File: src/rtl/ws2812b_frame_scheduler_if.sv
// Host-side bundle for the WS2812B frame scheduler: buffer write port, frame
// start request, frame status, the serial data line and the FSM state for debug.
interface ws2812b_frame_scheduler_if;
  logic       wr_en;
  logic [3:0] wr_addr;
  logic [7:0] wr_data;
  logic       start;
  logic       busy;
  logic       done;
  logic       dout;
  logic [1:0] state;

  modport master (
    output wr_en, wr_addr, wr_data, start,
    input  busy, done, dout, state
  );

  modport slave (
    input  wr_en, wr_addr, wr_data, start,
    output busy, done, dout, state
  );
endinterface

File: src/rtl/ws2812b_frame_scheduler.sv
// WS2812B transmit scheduler: GRB pixel buffer serialised MSB-first with a latch gap.
// Optional WS2812B_SCHED_AUTO_REFRESH_EN adds auto_refresh for back-to-back frames.
module ws2812b_frame_scheduler #(
  parameter int NUM_PIXELS   = 4,
  parameter int T0H_CYCLES   = 26,
  parameter int T1H_CYCLES   = 51,
  parameter int BIT_CYCLES   = 80,
  parameter int RESET_CYCLES = 3840
) (
  input  logic clk,
  input  logic reset,
`ifdef WS2812B_SCHED_AUTO_REFRESH_EN
  input  logic auto_refresh,
`endif
  ws2812b_frame_scheduler_if.slave bus
);

  // Handshake: start is a one-cycle request honoured only while busy=0; busy
  // stays high from the first dout rise until the cycle done pulses.
  localparam int NB = 3 * NUM_PIXELS;
  localparam int CW = $clog2(RESET_CYCLES + 1);

  localparam logic [CW-1:0] T0H_M1   = CW'(T0H_CYCLES - 1);
  localparam logic [CW-1:0] T1H_M1   = CW'(T1H_CYCLES - 1);
  localparam logic [CW-1:0] T0L_M1   = CW'(BIT_CYCLES - T0H_CYCLES - 1);
  localparam logic [CW-1:0] T1L_M1   = CW'(BIT_CYCLES - T1H_CYCLES - 1);
  localparam logic [CW-1:0] LATCH_M1 = CW'(RESET_CYCLES - 1);
  localparam logic [3:0]    LAST_BYTE = 4'(NB - 1);

  typedef enum logic [1:0] {
    IDLE  = 2'd0,
    HIGH  = 2'd1,
    LOW   = 2'd2,
    LATCH = 2'd3
  } state_t;

  state_t        state, state_next;
  logic [CW-1:0] cnt, cnt_next;
  logic [3:0]    byte_idx, byte_next;
  logic [2:0]    bit_idx, bit_next;
  logic          done_q, done_next;
  logic          dout_q;
  logic          refresh;
  logic          cur_bit;
  logic          last_bit;
  logic          wr_ok;
  logic [7:0]    pix_buf [NB];

`ifdef WS2812B_SCHED_AUTO_REFRESH_EN
  assign refresh = auto_refresh;
`else
  assign refresh = 1'b0;
`endif

  assign cur_bit  = pix_buf[byte_idx][bit_idx];
  assign last_bit = (byte_idx == LAST_BYTE) && (bit_idx == 3'd0);
  // Writes land only while idle so a frame in flight never tears.
  assign wr_ok    = bus.wr_en && (state == IDLE) && (bus.wr_addr < 4'(NB));

  always_comb begin
    state_next = state;
    cnt_next   = cnt + CW'(1);
    byte_next  = byte_idx;
    bit_next   = bit_idx;
    done_next  = 1'b0;
    case (state)
      IDLE: begin
        cnt_next = '0;
        if (bus.start) begin
          state_next = HIGH;
          byte_next  = 4'd0;
          bit_next   = 3'd7;
        end
      end
      HIGH: begin
        if (cnt == (cur_bit ? T1H_M1 : T0H_M1)) begin
          state_next = LOW;
          cnt_next   = '0;
        end
      end
      LOW: begin
        if (cnt == (cur_bit ? T1L_M1 : T0L_M1)) begin
          cnt_next = '0;
          if (last_bit) begin
            state_next = LATCH;
          end else begin
            state_next = HIGH;
            bit_next   = bit_idx - 3'd1;
            if (bit_idx == 3'd0) byte_next = byte_idx + 4'd1;
          end
        end
      end
      LATCH: begin
        if (cnt == LATCH_M1) begin
          cnt_next  = '0;
          done_next = 1'b1;
          if (refresh) begin
            state_next = HIGH;
            byte_next  = 4'd0;
            bit_next   = 3'd7;
          end else begin
            state_next = IDLE;
          end
        end
      end
      default: state_next = IDLE;
    endcase
  end

  always_ff @(posedge clk) begin
    if (reset) begin
      state    <= IDLE;
      cnt      <= '0;
      byte_idx <= '0;
      bit_idx  <= '0;
      dout_q   <= 1'b0;
      done_q   <= 1'b0;
      for (int i = 0; i < NB; i++) pix_buf[i] <= 8'h00;
    end else begin
      state    <= state_next;
      cnt      <= cnt_next;
      byte_idx <= byte_next;
      bit_idx  <= bit_next;
      dout_q   <= (state_next == HIGH);
      done_q   <= done_next;
      if (wr_ok) pix_buf[bus.wr_addr] <= bus.wr_data;
    end
  end

  assign bus.dout  = dout_q;
  assign bus.done  = done_q;
  assign bus.busy  = (state != IDLE);
  assign bus.state = state;

endmodule

File: src/flat_wrapper.sv
// flat-port wrapper written by rule: the top's interface ports become plain ports
module ws2812b_frame_scheduler_flat 
#(
  parameter int NUM_PIXELS   = 4,
  parameter int T0H_CYCLES   = 26,
  parameter int T1H_CYCLES   = 51,
  parameter int BIT_CYCLES   = 80,
  parameter int RESET_CYCLES = 3840
)
  (clk, reset, bus_wr_en, bus_wr_addr, bus_wr_data, bus_start, bus_busy, bus_done, bus_dout, bus_state);
  ws2812b_frame_scheduler_if bus_i ();
  input  logic clk;
  input  logic reset;
  input wire logic [$bits(bus_i.wr_en)-1:0] bus_wr_en;
  input wire logic [$bits(bus_i.wr_addr)-1:0] bus_wr_addr;
  input wire logic [$bits(bus_i.wr_data)-1:0] bus_wr_data;
  input wire logic [$bits(bus_i.start)-1:0] bus_start;
  output wire logic [$bits(bus_i.busy)-1:0] bus_busy;
  output wire logic [$bits(bus_i.done)-1:0] bus_done;
  output wire logic [$bits(bus_i.dout)-1:0] bus_dout;
  output wire logic [$bits(bus_i.state)-1:0] bus_state;
  assign bus_i.wr_en = bus_wr_en;
  assign bus_i.wr_addr = bus_wr_addr;
  assign bus_i.wr_data = bus_wr_data;
  assign bus_i.start = bus_start;
  assign bus_busy = bus_i.busy;
  assign bus_done = bus_i.done;
  assign bus_dout = bus_i.dout;
  assign bus_state = bus_i.state;
  ws2812b_frame_scheduler #(.NUM_PIXELS(NUM_PIXELS), .T0H_CYCLES(T0H_CYCLES), .T1H_CYCLES(T1H_CYCLES), .BIT_CYCLES(BIT_CYCLES), .RESET_CYCLES(RESET_CYCLES)) u_core (.clk(clk), .reset(reset), .bus(bus_i));
endmodule
File: config.mk
export PLATFORM = sky130hd
export DESIGN_NAME = ws2812b_frame_scheduler_flat
export DESIGN_NICKNAME = d
export VERILOG_FILES = /design/src/rtl/ws2812b_frame_scheduler_if.sv /design/src/rtl/ws2812b_frame_scheduler.sv /design/src/flat_wrapper.sv
export SDC_FILE = /design/constraint.sdc
export NUM_CORES = 1
export LEC_CHECK = 0
export ABC_AREA = 1
export BUFFER_PORTS_ARGS = -buffer_cell sky130_fd_sc_hd__buf_4
export CAP_MARGIN = 20
export CORE_MARGIN = 1
export CORE_UTILIZATION = 26
export DETAILED_ROUTE_END_ITERATION = 8
export MAX_ROUTING_LAYER = met4
export SETUP_SLACK_MARGIN = 0.15
export SLEW_MARGIN = 5
export SYNTH_ARGS = -nofsm -noshare
export SYNTH_HDL_FRONTEND = slang
export SYNTH_SLANG_ARGS = --single-unit
export TNS_END_PERCENT = 30
File: constraint.sdc
create_clock -name clk -period 5.05 [get_ports clk]
set_input_delay 0.505 -clock clk [delete_from_list [all_inputs] [get_ports clk]]
set_output_delay 0.505 -clock clk [all_outputs]
set_load 0.02 [all_outputs]
* Word level (Yosys, flattened, before mapping)
Memories as Yosys holds them, arrays and structs flattened. A register that Yosys moved wholly into a read port is not among the register bits. Cells that the tools add are included. Widths: inputs -> output; s select.
Word-level totals: register bits 23, bits in latches 0, memory bits (writable) 96, ROM bits 0, input port bits 16, output and inout bits 5, word-level logic and storage cells 70, memories kept 1
Memories:
- u_core.pix_buf | words 12, width 8, rd ports 1, clocked after Yosys merged registers in 1, write ports 12, RTL line ws2812b_frame_scheduler.sv:47 | logic [7:0] pix_buf [NB];
Cells by class: add/sub/neg operators 3, $mul 0, divide/modulo/power cells 0, $lt $le $gt $ge 2, eq/ne operators 12, shift operators 0, multiplexer cells 34, bitwise logic cells 1, reductions and logical operators 11
Operators with widths (number):
- $pmux 12 s4 | 1
- $mux 12 | 3
- $mux 4 | 7
- $eq 12x12->1 | 2
- $add 12x1->12 const B | 1
- $eq 12x12->1 const B | 1
- $mux 6 | 2
- $mux 2 | 5
- $mux 3 | 3
- $mux 1 | 8
- $mux 8 | 1
- $pmux 2 s4 | 1
- $pmux 4 s2 | 1
- $reduce_or 8->1 | 1
- $pmux 3 s2 | 1
- $reduce_and 5->1 | 1
- $add 4x1->4 const B | 1
- $eq 2x1->1 const B | 2
- $eq 2x2->1 const B | 2
- $eq 4x4->1 const B | 1
- $lt 3x4->1 const B | 1
- $lt 4x4->1 const B | 1
- $ne 2x1->1 const B | 2
- $ne 2x2->1 const B | 2
- other kinds (9) | 12

* Logic depth before layout (Yosys ltp)
depth after elaboration 8, gate-level depth with buffers 21, gate-level depth less buffers 19

* Worst setup path before layout
No wires, ideal clock.
path type input port to flip-flop, start point in reset, end point mem u_core.pix_buf[0][0], enable pin, setup time 0.329 ns, arrival time 1.724 ns, required time 4.721 ns, slack 2.997 ns, stages on the path 6, path buffers 1, cells stage by stage clkbuf_1 -> inv_1 -> o2111ai_1 -> nor3_1 -> nand2_1 -> nand2_1
RTL lines:
- start: declaration | RTL line flat_wrapper.sv:13 | input logic reset;
- end: declaration | RTL line ws2812b_frame_scheduler.sv:47

==> run_results.csv <==
group,metric,value,unit
status,outcome,"completed",
grt,grt_pass1_wl,27100,um
routing,drt_iter0_drc,489,
timing,hold_viol,0,
final_layout,drive_above_1_share,7.78,%
timing,max_freq,332,MHz
clock_network,clk_path_buf_depth,2,
clock_network,root_buffer,"clkbuf_16",
floorplan,start_util,26.4,%
synth,ys_ff_latch,155,
placed_design,place.gp.congestion,0.813,
synth,synthArstFlopShare,0,%
power_and_ir_drop,peakVddDrop,0.237,mV
floorplan,core-area,0.0268,mm^2
clock_network,cts_sinks,155,
floorplan,die_h,167,um
grt,grt_pass1_vias,5084,
synth,synth_common_cells,"nand2_1 (206), nand3_1 (132), edfxtp_1 (128)",
routing,wire_per_inst,14.4,um
synth,ys_warn_count,0,
timing,setup_viol,0,
clock_network,clkTransAtPathRegs,0.06,ns
timing,tightest_slew,1.07,ns
final_layout,stdcell_area,0.00816,mm^2
timing,hold_slack,0.289,ns
routing,drt-vias-per-instance,4.51,
clock_network,insertion_delay,0.42,ns
final_layout,diodes,0,
setup_path,critical_path_class,"reg2reg",
synth,netlist.top_cell.by_area,"edfxtp_1",
synth,yosysMostFrequentCell,"nand2_1",
grt,track_usage,13.0,%
timing,slew_headroom,28.3,%
placed_design,placed_cell_area,0.00759,mm^2
synth,synth_cell_type_count,28,
placed_design,dp.cells,1118,
clock_network,cts_hold_buf,0,
final_layout,area_growth,15.2,%
setup_path,worstSetupStartpointType,"flop",
floorplan,ios,21,
power_and_ir_drop,leakagePower,0.00322,uW
setup_path,endpoint_kind,"flop",
synth,syn_avg_cell_area,9.35,um^2
grt,overflow,0,
synth,synthTopCellsByArea,"edfxtp_1 (54%), nand2_1 (11%), nand3_1 (9.3%), dfxtp_1 (7.6%), nor2_1 (6.7%)",
clock_network,cts-htree-levels,4,
clock_network,cts_setup_buffers,0,
power_and_ir_drop,power.total,2800,uW
routing,drc,0,
routing,routed_wl,16600,um
setup_path,worstPathRequired,5.36,ns
setup_path,cp_max_fo,33,
floorplan,rows,60,
clock_network,cts_resized,0,
routing,vias,5196,
synth,syn_inst,757,
power_and_ir_drop,p_per_area,343,mW/mm^2
synth,synth-edff-count,128,
routing,ant_nets,0,
timing,slew_viol_final,0,
run,cap_violations,0,
floorplan,die_w,167,um
timing,skew,0.00951,ns
synth,synth_seq_area_share,61.9,%
placed_design,hpwl,11000,um
placed_design,port_buffers,20,
routing,drt_pre_antenna_iters,6,
synth,yosysTopAreaCellShare,54.3,%
final_layout,fin_nets,817,
floorplan,die_area,0.0279,mm^2
timing,rsz0062_at_grt,"false",
clock_network,cts_tree,"done",
setup_path,cp.arrival,3.32,ns
grt,antenna_found_initial,0,
grt,grt_max_degree,65,
synth,synth_area,0.00708,mm^2
clock_network,cts_made_buffers,17,
final_layout,fin_cells,1151,
timing,fin_setup_tns,0,ns
worst_hold_path,hp-class,"in2reg",
synth,synth_flop_cell,"edfxtp_1",
timing,period_minus_slack,3.01,ns
timing,period_share,59.6,%
layout by cell type, fill, tap and decap left out, types with 4 or more instances in the layout:
cell         n
a21oi_1      8
buf_4       24
clkbuf_16   17
conb_1      32
dfxtp_1     26
edfxtp_1   128
ha_1         4
inv_1       44
nand2_1    206
nand3_1    132
nand3b_1     4
nand4_1      9
nor2_1     126
nor3_1       6
xor2_1       5
worst max-delay path, cell delays in order (launching register included):
cell and delay, ns:
dfxtp_1 0.30, buf_4 0.25, inv_2 0.52, nand3_1 0.20
nand3_1 0.12, nand3_1 0.14, nand2_1 0.10, nand2_1 0.05
nand3_1 0.09, nand3_2 0.13, nand2_2 0.12, nand2_1 0.05
nand2_1 0.07, inv_1 0.04, nor2_1 0.18, nand2_1 0.07
nand2_1 0.09, nand3_2 0.12, nand2_2 0.17, nor2_1 0.06
worst paths after layout:
check,start,endpoint,slack [ns],cells after the start
worst max-delay path,flop,u_core.cnt[9]$_SDFF_PP0_,2.04,19
worst min-delay path,bus_wr_data[7],u_core.pix_buf[14][7]$_DFFE_PP_,0.29,1
worst max register to register,flop,u_core.cnt[9]$_SDFF_PP0_,2.04,19
worst min register to register,u_core.cnt[0]$_SDFF_PP0_,u_core.cnt[0]$_SDFF_PP0_,0.49,1
flip-flops by register name, indices dropped and copies added, names as in the netlist, named ones only:
register          count
u_core.bit_idx        3
u_core.bus.state      2
u_core.byte_idx       4
u_core.bus.dout       1
u_core.bus.done       1
u_core.pix_buf      128
u_core.cnt           12
power by group:
| part | switching [uW] | internal, uW | total, uW |
|---|---|---|---|
| combinational | 104 | 40.4 | 144 |
| sequential | 19.3 | 1440 | 1460 |
| clock | 517 | 678 | 1200 |
area by class of cell:
cell class / instances / area [um^2]
clock buffers: 18 / 429
clock inverters: 14 / 120
fillers: 2738 / 18600
inverters: 46 / 173
multi-input cells: 552 / 2420
flip-flops and latches: 155 / 4390
well taps: 341 / 427
repair buffers: 25 / 200
metal layers:
metal	track usage, %	part of all wire [%]	vias to the layer above
met5	-	0	-
met4	5.15	2.2	0
met3	2.40	4.0	23
met2	21.2	48	110
met1	15.9	46	2487
li1	-	-	2576
kinds of logic after synthesis:
group / count (synthesis) / share of synthesized area (%)
DFF: 155 / 61.9
xor gates and xnor gates: 8 / 0.990
AOI/OAI and AO/OA: 13 / 1.01
and+or+nand+nor: 495 / 29.8
other: 1 / 0.0530
buffers and inverters: 81 / 5.50
adders and majority gates: 4 / 0.707
stage by stage:
stage | setup slack (ns) | utilization (%)
2_1_floorplan | 3.00 | -
5_1_grt | 1.71 | 30.4
3_3_place_gp | 2.03 | 28.3
3_5_place_dp | 1.99 | 28.3
4_1_cts | 1.97 | 30.4
6_report | 2.04 | 30.4
Power figures use the tool's default switching activity.
